$ cat config.mk
export PLATFORM = sky130hd
export DESIGN_NAME = pipeline_stall_ctrl_flat
export DESIGN_NICKNAME = d
export VERILOG_FILES = /design/src/rtl/pipeline_stall_ctrl_pkg.sv /design/src/rtl/pipeline_stall_ctrl_if.sv /design/src/rtl/pipeline_stall_stats.sv /design/src/rtl/pipeline_stall_ctrl.sv /design/src/flat_wrapper.sv
export SDC_FILE = /design/constraint.sdc
export NUM_CORES = 1
export LEC_CHECK = 0
export CAP_MARGIN = 25
export CORE_MARGIN = 10
export CORE_UTILIZATION = 50
export CTS_BUF_LIST = sky130_fd_sc_hd__clkbuf_8
export DETAILED_ROUTE_END_ITERATION = 8
export DONT_BUFFER_PORTS = 1
export PLACE_DENSITY_LB_ADDON = 0.25
export SLEW_MARGIN = 10
export SYNTH_ARGS = -nofsm -noshare
export SYNTH_HDL_FRONTEND = slang
export SYNTH_SLANG_ARGS = --single-unit
$ cat constraint.sdc
create_clock -name clk -period 2.2 [get_ports clk]
set_clock_uncertainty 0.05 [all_clocks]
set_input_delay 0.11 -clock clk [delete_from_list [all_inputs] [get_ports clk]]
set_output_delay 0.11 -clock clk [all_outputs]
set_load 0.02 [all_outputs]
$ cat src/rtl/pipeline_stall_ctrl_pkg.sv
// Shared types and constants for the pipeline stall/flush controller.
// Package name pipeline_ctrl_pkg; imported by the interface, the top and the stats block.
// Contents: controller state enum, register-index constants, wait-counter width helper.
package pipeline_ctrl_pkg;

  typedef enum logic [0:0] {
    RUN      = 1'b0,
    MEM_WAIT = 1'b1
  } ctrl_state_e;

  localparam int unsigned REG_IDX_W = 5;
  localparam logic [REG_IDX_W-1:0] REG_ZERO = 5'd0;

  localparam int unsigned MEM_TIMEOUT_DFLT = 16;

  // Width needed to hold a wait count of 0..timeout inclusive.
  function automatic int unsigned wait_cnt_w(input int unsigned timeout);
    return $clog2(timeout + 1);
  endfunction

endpackage

$ cat src/rtl/pipeline_stall_ctrl_if.sv
// Handshake bundle between the pipeline datapath and the stall controller.
// master : pipeline side, drives ID/EX/MEM hazard info, receives enables/flushes/status.
// slave  : controller side (pipeline_stall_ctrl).
// Signals: id_rs1, id_rs2, id_uses_rs2, ex_memread, ex_rd, ex_branch_taken, dmem_req, dmem_ack
//          pc_write, ifid_write, ifid_flush, idex_flush, pipe_adv, mem_timeout,
//          stall_cycles[CNT_W], flush_count[CNT_W]
interface pipeline_stall_ctrl_if
  import pipeline_ctrl_pkg::*;
#(
  parameter int unsigned CNT_W = 32
);

  logic [REG_IDX_W-1:0] id_rs1;
  logic [REG_IDX_W-1:0] id_rs2;
  logic                 id_uses_rs2;
  logic                 ex_memread;
  logic [REG_IDX_W-1:0] ex_rd;
  logic                 ex_branch_taken;
  logic                 dmem_req;
  logic                 dmem_ack;

  logic                 pc_write;
  logic                 ifid_write;
  logic                 ifid_flush;
  logic                 idex_flush;
  logic                 pipe_adv;
  logic                 mem_timeout;
  logic [CNT_W-1:0]     stall_cycles;
  logic [CNT_W-1:0]     flush_count;

  modport master (
    output id_rs1, id_rs2, id_uses_rs2, ex_memread, ex_rd, ex_branch_taken,
           dmem_req, dmem_ack,
    input  pc_write, ifid_write, ifid_flush, idex_flush, pipe_adv, mem_timeout,
           stall_cycles, flush_count
  );

  modport slave (
    input  id_rs1, id_rs2, id_uses_rs2, ex_memread, ex_rd, ex_branch_taken,
           dmem_req, dmem_ack,
    output pc_write, ifid_write, ifid_flush, idex_flush, pipe_adv, mem_timeout,
           stall_cycles, flush_count
  );

endinterface

$ cat src/rtl/pipeline_stall_stats.sv
// Saturating statistics counters for the stall controller.
// Only instantiated when PIPELINE_STALL_STATS_EN is defined.
// Ports: clk, rst (sync, active-high), stall_inc_i, flush_inc_i,
//        stall_cycles_o[CNT_W], flush_count_o[CNT_W]
module pipeline_stall_stats
  import pipeline_ctrl_pkg::*;
#(
  parameter int unsigned CNT_W = 32
) (
  input  logic             clk,
  input  logic             rst,
  input  logic             stall_inc_i,
  input  logic             flush_inc_i,
  output logic [CNT_W-1:0] stall_cycles_o,
  output logic [CNT_W-1:0] flush_count_o
);

  logic [CNT_W-1:0] stall_q, stall_d;
  logic [CNT_W-1:0] flush_q, flush_d;

  always_comb begin
    stall_d = stall_q;
    flush_d = flush_q;
    if (stall_inc_i && (stall_q != '1)) stall_d = stall_q + CNT_W'(1);
    if (flush_inc_i && (flush_q != '1)) flush_d = flush_q + CNT_W'(1);
  end

  always_ff @(posedge clk) begin
    if (rst) begin
      stall_q <= '0;
      flush_q <= '0;
    end else begin
      stall_q <= stall_d;
      flush_q <= flush_d;
    end
  end

  assign stall_cycles_o = stall_q;
  assign flush_count_o  = flush_q;

endmodule

$ cat src/rtl/pipeline_stall_ctrl.sv
// Stall/flush sequencer for the 5-stage pipeline.
// Detects load-use hazards, flushes IF/ID and ID/EX on taken branches, freezes the whole
// pipeline while data memory is busy, and flags over-long memory waits.
// Optional feature macro: PIPELINE_STALL_STATS_EN (stall/flush statistics counters).
// Ports: clk, rst (sync, active-high), bus (pipeline_stall_ctrl_if.slave).
//
// state    | meaning
// ---------+-----------------------------------------------------------
// RUN      | normal flow; hazards/branches resolved combinationally
// MEM_WAIT | data memory access outstanding, pipeline frozen until ack
module pipeline_stall_ctrl
  import pipeline_ctrl_pkg::*;
#(
  parameter int unsigned MEM_TIMEOUT = MEM_TIMEOUT_DFLT,
  parameter int unsigned CNT_W       = 32
) (
  input  logic                  clk,
  input  logic                  rst,
  pipeline_stall_ctrl_if.slave  bus
);

  localparam int unsigned WAIT_CNT_W = wait_cnt_w(MEM_TIMEOUT);
  localparam logic [WAIT_CNT_W-1:0] WAIT_LIMIT = WAIT_CNT_W'(MEM_TIMEOUT);

  ctrl_state_e           state_q, state_d;
  logic [WAIT_CNT_W-1:0] wait_cnt_q, wait_cnt_d;
  logic                  timeout_q, timeout_d;

  logic freeze;
  logic load_use;

  // A frozen cycle: a new miss in RUN, or still no ack while waiting.
  assign freeze = bus.dmem_ack ? 1'b0 :
                  ((state_q == MEM_WAIT) || bus.dmem_req);

  assign load_use = bus.ex_memread && (bus.ex_rd != REG_ZERO) &&
                    ((bus.ex_rd == bus.id_rs1) ||
                     (bus.id_uses_rs2 && (bus.ex_rd == bus.id_rs2)));

  always_ff @(posedge clk) begin
    if (rst) begin
      state_q    <= RUN;
      wait_cnt_q <= '0;
      timeout_q  <= 1'b0;
    end else begin
      state_q    <= state_d;
      wait_cnt_q <= wait_cnt_d;
      timeout_q  <= timeout_d;
    end
  end

  always_comb begin
    state_d    = state_q;
    wait_cnt_d = '0;
    timeout_d  = timeout_q;
    unique case (state_q)
      RUN: begin
        if (bus.dmem_req && !bus.dmem_ack) state_d = MEM_WAIT;
      end
      MEM_WAIT: begin
        if (bus.dmem_ack) begin
          state_d = RUN;
        end else begin
          // Saturate so a very long wait cannot wrap the counter.
          wait_cnt_d = (wait_cnt_q == WAIT_LIMIT) ? wait_cnt_q
                                                   : wait_cnt_q + WAIT_CNT_W'(1);
          if (wait_cnt_d == WAIT_LIMIT) timeout_d = 1'b1;
        end
      end
      default: state_d = RUN;
    endcase
  end

  always_comb begin
    bus.pc_write   = 1'b1;
    bus.ifid_write = 1'b1;
    bus.ifid_flush = 1'b0;
    bus.idex_flush = 1'b0;
    bus.pipe_adv   = 1'b1;
    if (!rst) begin
      if (freeze) begin
        bus.pc_write   = 1'b0;
        bus.ifid_write = 1'b0;
        bus.pipe_adv   = 1'b0;
      end else if (bus.ex_branch_taken) begin
        // The ID instruction is discarded, so any load-use match is moot.
        bus.ifid_flush = 1'b1;
        bus.idex_flush = 1'b1;
      end else if (load_use) begin
        bus.pc_write   = 1'b0;
        bus.ifid_write = 1'b0;
        bus.idex_flush = 1'b1;
      end
    end
  end

  assign bus.mem_timeout = timeout_q;

`ifdef PIPELINE_STALL_STATS_EN
  logic [CNT_W-1:0] stall_cycles_w;
  logic [CNT_W-1:0] flush_count_w;

  pipeline_stall_stats #(
    .CNT_W (CNT_W)
  ) u_stats (
    .clk            (clk),
    .rst            (rst),
    .stall_inc_i    (!rst && !bus.pc_write),
    .flush_inc_i    (!rst && bus.ifid_flush),
    .stall_cycles_o (stall_cycles_w),
    .flush_count_o  (flush_count_w)
  );

  assign bus.stall_cycles = stall_cycles_w;
  assign bus.flush_count  = flush_count_w;
`else
  assign bus.stall_cycles = '0;
  assign bus.flush_count  = '0;
`endif

endmodule

$ cat src/flat_wrapper.sv
// flat-port wrapper written by rule: the top's interface ports become plain ports
module pipeline_stall_ctrl_flat import pipeline_ctrl_pkg::*;
#(
  parameter int unsigned MEM_TIMEOUT = MEM_TIMEOUT_DFLT,
  parameter int unsigned CNT_W       = 32
)
  (clk, rst, bus_id_rs1, bus_id_rs2, bus_id_uses_rs2, bus_ex_memread, bus_ex_rd, bus_ex_branch_taken, bus_dmem_req, bus_dmem_ack, bus_pc_write, bus_ifid_write, bus_ifid_flush, bus_idex_flush, bus_pipe_adv, bus_mem_timeout, bus_stall_cycles, bus_flush_count);
  pipeline_stall_ctrl_if #(.CNT_W(CNT_W)) bus_i ();
  input  logic clk;
  input  logic rst;
  input wire logic [$bits(bus_i.id_rs1)-1:0] bus_id_rs1;
  input wire logic [$bits(bus_i.id_rs2)-1:0] bus_id_rs2;
  input wire logic [$bits(bus_i.id_uses_rs2)-1:0] bus_id_uses_rs2;
  input wire logic [$bits(bus_i.ex_memread)-1:0] bus_ex_memread;
  input wire logic [$bits(bus_i.ex_rd)-1:0] bus_ex_rd;
  input wire logic [$bits(bus_i.ex_branch_taken)-1:0] bus_ex_branch_taken;
  input wire logic [$bits(bus_i.dmem_req)-1:0] bus_dmem_req;
  input wire logic [$bits(bus_i.dmem_ack)-1:0] bus_dmem_ack;
  output wire logic [$bits(bus_i.pc_write)-1:0] bus_pc_write;
  output wire logic [$bits(bus_i.ifid_write)-1:0] bus_ifid_write;
  output wire logic [$bits(bus_i.ifid_flush)-1:0] bus_ifid_flush;
  output wire logic [$bits(bus_i.idex_flush)-1:0] bus_idex_flush;
  output wire logic [$bits(bus_i.pipe_adv)-1:0] bus_pipe_adv;
  output wire logic [$bits(bus_i.mem_timeout)-1:0] bus_mem_timeout;
  output wire logic [$bits(bus_i.stall_cycles)-1:0] bus_stall_cycles;
  output wire logic [$bits(bus_i.flush_count)-1:0] bus_flush_count;
  assign bus_i.id_rs1 = bus_id_rs1;
  assign bus_i.id_rs2 = bus_id_rs2;
  assign bus_i.id_uses_rs2 = bus_id_uses_rs2;
  assign bus_i.ex_memread = bus_ex_memread;
  assign bus_i.ex_rd = bus_ex_rd;
  assign bus_i.ex_branch_taken = bus_ex_branch_taken;
  assign bus_i.dmem_req = bus_dmem_req;
  assign bus_i.dmem_ack = bus_dmem_ack;
  assign bus_pc_write = bus_i.pc_write;
  assign bus_ifid_write = bus_i.ifid_write;
  assign bus_ifid_flush = bus_i.ifid_flush;
  assign bus_idex_flush = bus_i.idex_flush;
  assign bus_pipe_adv = bus_i.pipe_adv;
  assign bus_mem_timeout = bus_i.mem_timeout;
  assign bus_stall_cycles = bus_i.stall_cycles;
  assign bus_flush_count = bus_i.flush_count;
  pipeline_stall_ctrl #(.MEM_TIMEOUT(MEM_TIMEOUT), .CNT_W(CNT_W)) u_core (.clk(clk), .rst(rst), .bus(bus_i));
endmodule
Word level (Yosys, flattened, before mapping)

Index checks and enable logic that the tools add are counted.

Register bits after elaboration: 7
Bits of input ports: 22

Add/sub/neg operators: 1
Equality and inequality tests: 4
Multiplexer cells: 18
Bitwise operators: 2
Reductions and logical operators: 10

Operators by type and width:

| operator            | number |
|---|---|
| $mux 1              | 16 |
| $eq 5x5->1          | 2 |
| $eq 5x5->1 const B  | 2 |
| $add 5x1->5 const B | 1 |
| $mux 5              | 1 |
| $reduce_bool 5->1   | 1 |
| $logic_and 1x1->1   | 4 |
| $reduce_and 3->1    | 1 |
| $reduce_or 3->1     | 1 |
| $logic_or 1x1->1    | 2 |
| $not 1->1           | 2 |
| $pmux 1 s2          | 1 |
| $logic_not 1->1     | 1 |

Longest topological paths before layout

Gate-level depths: netlist (run 1).

Depth in word-level cells: 8
Mapped depth: 6
Gate-level depth less buffers: 6

Worst setup path before layout (run 1)

Ideal clock, no wire load.

Kind: input to output
Start: input port bus_ex_rd[4]
End: output port bus_idex_flush
Arrival: 1.449 ns
Data required time: 2.040 ns
Path slack: 0.591 ns
Stages: 4
Path buffers: 0
Cell sequence: xor2_1 nor4_2 a32oi_1 o41ai_1

Cells in the longest elaborated chain, start to end: 8

Ends and longest elaborated chain:

| item                  | line                      | text |
|---|---|---|
| start: declaration    | flat_wrapper.sv:15        | `input wire logic [$bits(bus_i.ex_rd)-1:0] bus_ex_rd;` |
| $eq 5x5->1            | pipeline_stall_ctrl.sv:38 | `(bus.id_uses_rs2 && (bus.ex_rd == bus.id_rs2)));` |
| $logic_and 1x1->1     | pipeline_stall_ctrl.sv:38 |  |
| $logic_or 1x1->1      | pipeline_stall_ctrl.sv:37 | `((bus.ex_rd == bus.id_rs1) \|\|` |
| $logic_and 1x1->1 (*) | pipeline_stall_ctrl.sv:36 | `assign load_use = bus.ex_memread && (bus.ex_rd != REG_ZERO) &&` |
| $mux 1 (*)            | pipeline_stall_ctrl.sv:89 | `end else if (load_use) begin` |
| $mux 1 (*)            | pipeline_stall_ctrl.sv:85 | `end else if (bus.ex_branch_taken) begin` |
| $mux 1 (*)            | pipeline_stall_ctrl.sv:81 | `if (freeze) begin` |
| $mux 1 (*)            | pipeline_stall_ctrl.sv:80 | `if (!rst) begin` |
| end: declaration      | flat_wrapper.sv:22        | `output wire logic [$bits(bus_i.idex_flush)-1:0] bus_idex_flush;` |

Every way passes the cells marked *; elsewhere a longest branch is shown, timed or not.

Worst setup path after layout (run 1)

Start: register u_core.wait_cnt_q[0]
End: register u_core.timeout_q (netlist: u_core.bus.mem_timeout)

Cells in the longest elaborated chain, start to end: 4

Ends and longest elaborated chain:

| item                                      | line                                                 | text |
|---|---|---|
| start: declaration                        | pipeline_stall_ctrl.sv:26                            | `logic [WAIT_CNT_W-1:0] wait_cnt_q, wait_cnt_d;` |
| start signal: assignment                  | pipeline_stall_ctrl.sv:47                            | `wait_cnt_q <= wait_cnt_d;` |
| $add 5x1->5 or $eq 5x5->1 (tied branches) | pipeline_stall_ctrl.sv:66, pipeline_stall_ctrl.sv:65 |  |
| $mux 5 (*)                                | pipeline_stall_ctrl.sv:65                            | `wait_cnt_d = (wait_cnt_q == WAIT_LIMIT) ? wait_cnt_q` |
| $eq 5x5->1 (*)                            | pipeline_stall_ctrl.sv:67                            | `if (wait_cnt_d == WAIT_LIMIT) timeout_d = 1'b1;` |
| $reduce_and 3->1 (no source line) (*)     | --                                                   |  |
| end signal: assignment                    | pipeline_stall_ctrl.sv:48                            | `timeout_q <= timeout_d;` |
| end: declaration                          | pipeline_stall_ctrl.sv:27                            | `logic timeout_q, timeout_d;` |

Marks and branches as above.
A chain may end at the register's enable or synchronous reset.

==> results of run 1 <==
sequential cells by signal (all words and copies together), names as in the netlist:
signal and flops:
u_core.wait_cnt_q 5, u_core.state_q 1, u_core.bus.mem_timeout 1
worst max path at each step:
| stage | from | end | slack [ns] | cells past startpoint |
|---|---|---|---|---|
| 6_report | u_core.wait_cnt_q[0]$_SDFF_PP0_ | u_core.bus.mem_timeout$_SDFFE_PP0P_ | 0.56 | 6 |
| 2_1_floorplan | bus_ex_rd[4] | bus_idex_flush | 0.59 | 4 |
| 4_1_cts | u_core.state_q$_SDFF_PP0_ | bus_ifid_write | 0.55 | 4 |
| 3_3_place_gp | u_core.wait_cnt_q[0]$_SDFF_PP0_ | u_core.bus.mem_timeout$_SDFFE_PP0P_ | 0.64 | 6 |
| 5_1_grt | u_core.wait_cnt_q[0]$_SDFF_PP0_ | u_core.bus.mem_timeout$_SDFFE_PP0P_ | 0.42 | 6 |
| 3_5_place_dp | u_core.wait_cnt_q[0]$_SDFF_PP0_ | u_core.bus.mem_timeout$_SDFFE_PP0P_ | 0.57 | 6 |
per-stage QoR:
stage	power (W)	instance area [sq um]	cells	hold slack, ns
global placement	0.000264	791	152	0.152
floorplan	0.000348	1240	190	0.148
CTS	0.000449	856	158	0.0165
global route	0.000472	856	158	0.0733
detailed placement	0.000266	791	152	0.157
finish	0.000452	856	158	0.0165
layout by cell type, fill, tap and decap left out, types with 2 or more instances in the layout:
cell type,Yosys,layout
clkbuf_8,0,3
nand2b_1,2,2
nor2_1,9,9
conb_1,1,64
inv_1,5,6
dfxtp_1,7,7
xor2_1,11,11
nor3_1,3,3
o41ai_1,2,2
dlygate4sd3_1,0,2
or3b_1,2,2
nand3b_1,2,2
ha_1,2,2
xnor2_1,2,2
nand3_1,2,2
cell type report:
cell class | count | share of cell area (%)
Multi-Input combinational cell | 112 | 69.0
Sequential cell | 7 | 16.4
Clock buffer | 3 | 4.82
Tap cell | 27 | 3.95
Timing Repair Buffer | 3 | 3.22
Inverter | 5 | 2.19
Clock inverter | 1 | 0.439
logic make-up (layout without fill, tap and decap cells):
kind of cell,Yosys count,count (layout),synth area share (%)
xor+xnor,13,13,11.3
other cells,1,64,0.373
flops,7,7,13.9
compound gates,7,7,5.98
fa+ha+maj,2,2,2.49
buf+inv,71,12,50.8
simple gates,26,26,15.1
routing by layer:
layer	global-route usage, %	vias up	wire, um
met3	6.70	2	318
met5	0	-	0
met2	16.6	44	1200
met4	3.21	0	19
met1	6.70	278	579
li1	-	289	-
power groups by stage:
stage / Sequential [W] / Clock (W) / Combinational (W)
floorplan: 0.000131 / 0 / 0.000217
global placement: 0.000131 / 0 / 0.000133
detailed placement: 0.000132 / 0 / 0.000134
CTS: 0.000129 / 0.000183 / 0.000137
global route: 0.000129 / 0.000189 / 0.000154
finish: 0.000129 / 0.000179 / 0.000143
timing repair:
| action | in CTS | in global routing |
|---|---|---|
| gates resized for setup | 0 | 0 |
| hold endpoints to repair | 1 | 0 |
| hold buffers | 2 | 0 |
==> results.md, run 1 <==
* H-tree Lvls at 1
* Crit start category: flip-flop
* Diode count at 0
* Yosys top cell by area: buf_4
* Setup Crit Path Kind: reg -> reg
* Site row count at 16
* Remaining global-route overflow at 0
* Clk network pwr share at around two fifths
* Maximum vdd drop at 0.230 mV
* Vias per std cell at 3.88
* Layout cells sized above 1 at 4.58%
* Slowest stage cell, crit path: or3b_1
* Final Util at 44.1%
* First drt pass iteration count at 4
* Initial Utilization at 51.7%
* Static Leak at ~0.45 nW
* Hold depth at 2
* Clk Latency, worst-skew pair at 0.23 ns
* Sw Share at 40.4%
* Clk root buf: clkbuf_8
* Clk sinks at 7
* Fin crit share at 74.7%
* Status: finished, final reports clean
* Residual DRC at 0
* Crit path buf inv count at 1
* Number of port buffers at 0
* Die area at 4200 sq um
* Critical path capture point type: flip-flop
* Clk slew on worst S/H paths at 0.04 ns
* Reg-to-Reg End: u_core.bus.mem_timeout$_SDFFE_PP0P_
* Pre-CTS WS at ~0.57 ns
* Highest clock rate at 608 MHz
* Comb power frac at 31.7%
* Die H at 64.8 um
* Post-synthesis async set-or-reset flop share at 0%
* Setup violators final at 0
* Worst setup margin at roughly 0.56 ns
* Nets at roughly 160
* Total GRT Usage at 8.86%
* Reg power frac at 28.7%
* Max cap viols at 0
* Worst path required time at ~2.3 ns
* Routed len/inst at 13.4 um
* Global-route wire length before repair at around 3100 um
* Multi-input logic area at between 500 and 600 sq um
* Reg area at 140 sq um
* Synth top area cells: buf_4, dfxtp_1, xor2_1
* Via count at 613
* Avg Inst Size Synth at 7.91 sq um
* Internal power at between 0.0002 and 0.0003 W
* Synth unique cells at 26
* Mapped Area at 1000 sq um
* Drt total wl at around 2100 um
* Slew Viols, Final at 0
* Post-layout min period at 1.64 ns
* Layout area overhead at -14.8%
* Hold EP: u_core.bus.mem_timeout$_SDFFE_PP0P_
* CP max FO at 4
* Post-synth EDFFs at 0
* Routability Congestion at 0.678
* Largest net degree at the start of global routing at 7
* Pwr Density at between 500 and 600 nW/um^2
* Synth Instances at 127
* Die Wd at 64.8 um
* IO Count at 92
* FF-to-FF Start: u_core.wait_cnt_q[0]$_SDFF_PP0_
* Clk buf depth at 2
* Initial antenna violation count at 0
* Net Sw Power at 0.000182 W
* Vias in the first global route at roughly 680
* Final TNS setup at 0 ns
* Final hold vios at 0
* Yosys reg bits at 7
* CTS tree: built
* Crit path arrival time at 1.71 ns
* R2R depth at 6
* Initial DRC count at 8
* Most frequent cells after synthesis: buf_4, xor2_1, nor2_1
* Reg2reg setup slack at 0.56 ns
* Post-synthesis sequential area ratio at about 14%
* Final ANT Viol Nets at 0
* Ys flop type: dfxtp_1
* Slowest stage delay, CP at between 0.3 and 0.4 ns
* Worst hold path type: in -> reg
* RSZ-0062 raised after global routing: no
* Syn. warnings at 0
* Hold_sp: rst
* Postcts setup bufs at 0
* Synth top area share at ~50%
* Delay-heaviest family, CP: simple AND/OR/NAND/NOR gates
* Critical path cell sequence: inv_1 -> ha_1 -> or3b_1 -> and4_1 -> a211oi_1 -> o41ai_1
* Post-detail-place hpwl at 1960 um
* Filler cells at 214
* Core footprint at 1940 sq um
* Most frequent cell after synthesis: buf_4
* Cts bufs inserted at 3
(Power assumes the default switching activity.)
==> inputs of run 2 (changes only) <==
- ABC_AREA: not set -> 1
- clock period: 2.2 -> 1.65 ns (I/O delays scaled with it)
==> results.md, run 2 <==
* Largest register FFs at 5 (unchanged)
* Avg Inst Size Synth at 6.20 sq um (was 7.91 sq um)
* Synth unique cells at 18 (was 26)
* Slowest stage delay, CP at 0.36 ns (was 0.35 ns)
* Nets at 204 (was 156)
* Final hold vios at 0 (unchanged)
* Initial antenna violation count at 0 (unchanged)
* Clk sinks at 7 (unchanged)
* Mapped Area at 1090 sq um (was 1000 sq um)
* Total GRT Usage at 9.14% (was 8.86%)
* Leading cell type in the layout, fill and taps excluded: conb_1 (unchanged)
* Clk slew on worst S/H paths at 0.04 ns (about the same)
* Static Leak at 0.598 nW (was 0.447 nW)
* Drt total wl at 2310 um (was 2110 um)
* Largest net degree at the start of global routing at 7 (unchanged)
* Most frequent cells after synthesis: buf_4, nand2_1, inv_1 (was buf_4, xor2_1, nor2_1)
* Ys flop type: dfxtp_1 (unchanged)
* Vias in the first global route at 778 (was 676)
* Crit start category: flip-flop (unchanged)
* Yosys reg bits at 7 (unchanged)
* Diode count at 0 (unchanged)
* Yosys top cell by area: buf_4 (unchanged)
* H-tree Lvls at 1 (unchanged)
* Layout cells sized above 1 at 5.03% (was 4.58%)
* Die area at 4450 sq um (was 4200 sq um)
* Initial DRC count at 22 (was 8)
* Slew Viols, Final at 0 (unchanged)
* Hold slack at 0.0387 ns (was 0.0165 ns)
* Max cap viols at 0 (unchanged)
* Vias per std cell at 3.83 (was 3.88)
* Synth top area share at 44.7% (was 48.6%)
* Site row count at 16 (unchanged)
* Die Wd at 66.7 um (was 64.8 um)
* Post-synth EDFFs at 0 (unchanged)
* Synth Instances at 176 (was 127)
* Multi-input logic area at 598 sq um (was 591 sq um)
* Postcts setup bufs at 0 (unchanged)
* Setup Crit Path Kind: reg -> reg (unchanged)
* First drt pass iteration count at 4 (unchanged)
* Highest clock rate at 710 MHz (was 608 MHz)
* Clk Latency, worst-skew pair at 0.23 ns (about the same)
* Status: finished, final reports clean (unchanged)
* Post-synthesis sequential area ratio at 12.8% (was 13.9%)
* Layout area overhead at -14.9% (was -14.8%)
* Pwr Density at 657 nW/um^2 (was 528 nW/um^2)
* Setup violators final at 0 (unchanged)
* Critical path capture point type: flip-flop (unchanged)
* Clk buf depth at 2 (unchanged)
* Synth top area cells: buf_4, nand2_1, dfxtp_1 (was buf_4, dfxtp_1, xor2_1)
* Maximum vdd drop at 0.271 mV (was 0.230 mV)
* Core footprint at 2020 sq um (was 1940 sq um)
* Crit path arrival time at 1.52 ns (was 1.71 ns)
* Post-synthesis async set-or-reset flop share at 0% (unchanged)
* Reg2reg setup slack at 0.24 ns (was 0.56 ns)
* Number of port buffers at 0 (unchanged)
* Routability Congestion at 0.837 (was 0.678)
* Clk root buf: clkbuf_8 (unchanged)
* Post-detail-place hpwl at 2080 um (was 1960 um)
* Post-layout min period at 1.41 ns (was 1.64 ns)
* Most frequent cell after synthesis: buf_4 (unchanged)
* Cts bufs inserted at 3 (unchanged)
* CTS tree: built (unchanged)
* Syn. warnings at 0 (unchanged)
* RSZ-0062 raised after global routing: no (unchanged)
* Fin crit share at 85.4% (was 74.7%)
* Crit path buf inv count at 1 (unchanged)
* Final TNS setup at 0 ns (unchanged)
* Die H at 66.7 um (was 64.8 um)
* Delay-heaviest family, CP: simple AND/OR/NAND/NOR gates (unchanged)
* Slowest stage cell, crit path: dfxtp_1 (was or3b_1)
* Critical path cell sequence: inv_1 -> ha_1 -> nor2_1 -> nand2_1 -> nor2_2 -> nand3_1 -> a21oi_2 (was inv_1 -> ha_1 -> or3b_1 -> and4_1 -> a211oi_1 -> o41ai_1)
* Via count at 789 (was 613)
* Routed len/inst at 11.2 um (was 13.4 um)
* Global-route wire length before repair at 3320 um (was 3110 um)
* Initial Utilization at 54.0% (was 51.7%)
* Worst hold path type: in -> reg (unchanged)
* Largest register by flop count: u_core.wait_cnt_q (unchanged)
* IO Count at 92 (unchanged)
* Residual DRC at 0 (unchanged)
* Reg area at 140 sq um (unchanged)
* CP max FO at 4 (unchanged)
* Remaining global-route overflow at 0 (unchanged)
* Worst path required time at 1.76 ns (was 2.26 ns)
* Final ANT Viol Nets at 0 (unchanged)
* Final Power at 0.000610 W (was 0.000452 W)
* Commonest cells after routing, fill and taps aside: conb_1, nand2_1, inv_1 (was conb_1, xor2_1, nor2_1)
* Filler cells at 229 (was 214)
-- run 2: cell count changes after synthesis, sizes merged, moves of 2 or more --
cell,change
a21oi,+3
inv,+22
nand2,+41
nand2b,-2
nand3,+4
nand3b,-2
nand4,+2
nor2,+6
nor3,-3
o41ai,-2
or3b,-2
xor2,-9
-- run 2: power breakdown --
group / switching [W] / internal, W
Sequential: 0.000000966 / 0.000172
Combinational: 0.000178 / 0.0000236
Clock: 0.0000748 / 0.000161
Total: 0.000254 / 0.000356
-- run 2: routing by layer --
layer,wire length [um],up-vias,global-route usage (%)
li1,-,393,-
met3,353,4,3.18
met5,0,-,0
met4,19,0,3.14
met2,1130,61,16.9
met1,801,331,9.15
-- run 2: logic make-up (layout without fill, tap and decap cells) --
logic type | after synthesis | count (layout) | synth area share, %
compound gates | 5 | 5 | 2.64
xor+xnor | 3 | 3 | 3.10
fa+ha+maj | 2 | 2 | 2.29
buf+inv | 92 | 32 | 54.0
flops | 7 | 7 | 12.8
other cells | 1 | 64 | 0.344
simple gates | 66 | 66 | 24.8
-- run 2: final timing paths --
check / from / endpoint / cells after the start
worst max-delay path: u_core.wait_cnt_q[0]$_SDFF_PP0_ / u_core.bus.mem_timeout$_SDFFE_PP0P_ / 7
worst min-delay path: rst / u_core.wait_cnt_q[1]$_SDFF_PP0_ / 2
worst max register to register: u_core.wait_cnt_q[0]$_SDFF_PP0_ / u_core.bus.mem_timeout$_SDFFE_PP0P_ / 7
worst min register to register: u_core.wait_cnt_q[3]$_SDFF_PP0_ / u_core.wait_cnt_q[3]$_SDFF_PP0_ / 2
-- run 2: area by class of cell --
type / instances / share of cell area [%]
multi-input combinational: 140 / 64.4
clock buffer: 3 / 4.45
sequential: 7 / 15.1
tap: 27 / 3.64
clock inverter: 1 / 0.404
inverter: 27 / 10.9
timing repair buffer: 1 / 1.08
-- run 2: through the flow --
| step | instances | setup WS, ns | area [sq um] | util [%] |
|---|---|---|---|---|
| finish | 206 | 0.242 | 928 | 45.9 |
| CTS | 206 | 0.113 | 928 | 45.9 |
| global route | 206 | 0.105 | 928 | 45.9 |
| floorplan | 239 | 0.402 | 1330 | - |
| global placement | 201 | 0.350 | 873 | 43.2 |
| detailed placement | 201 | 0.288 | 873 | 43.2 |
-- run 2: worst register-to-register path, delay by kind of cell (launching register included) --
kind | cells | cell delay, ns
AO/OA/AOI/OAI | 1 | 0.13
adder cells (fa/ha/maj) | 1 | 0.32
buffers and inverters | 1 | 0.10
flip-flops | 1 | 0.36
AND/OR/NAND/NOR | 4 | 0.39
-- run 2: repair_timing --
item                                    CTS  global route
resized for setup                         0             1
hold buffers                              1             0
hold endpoints to repair                  2             0
endpoints found under the setup margin    0             2
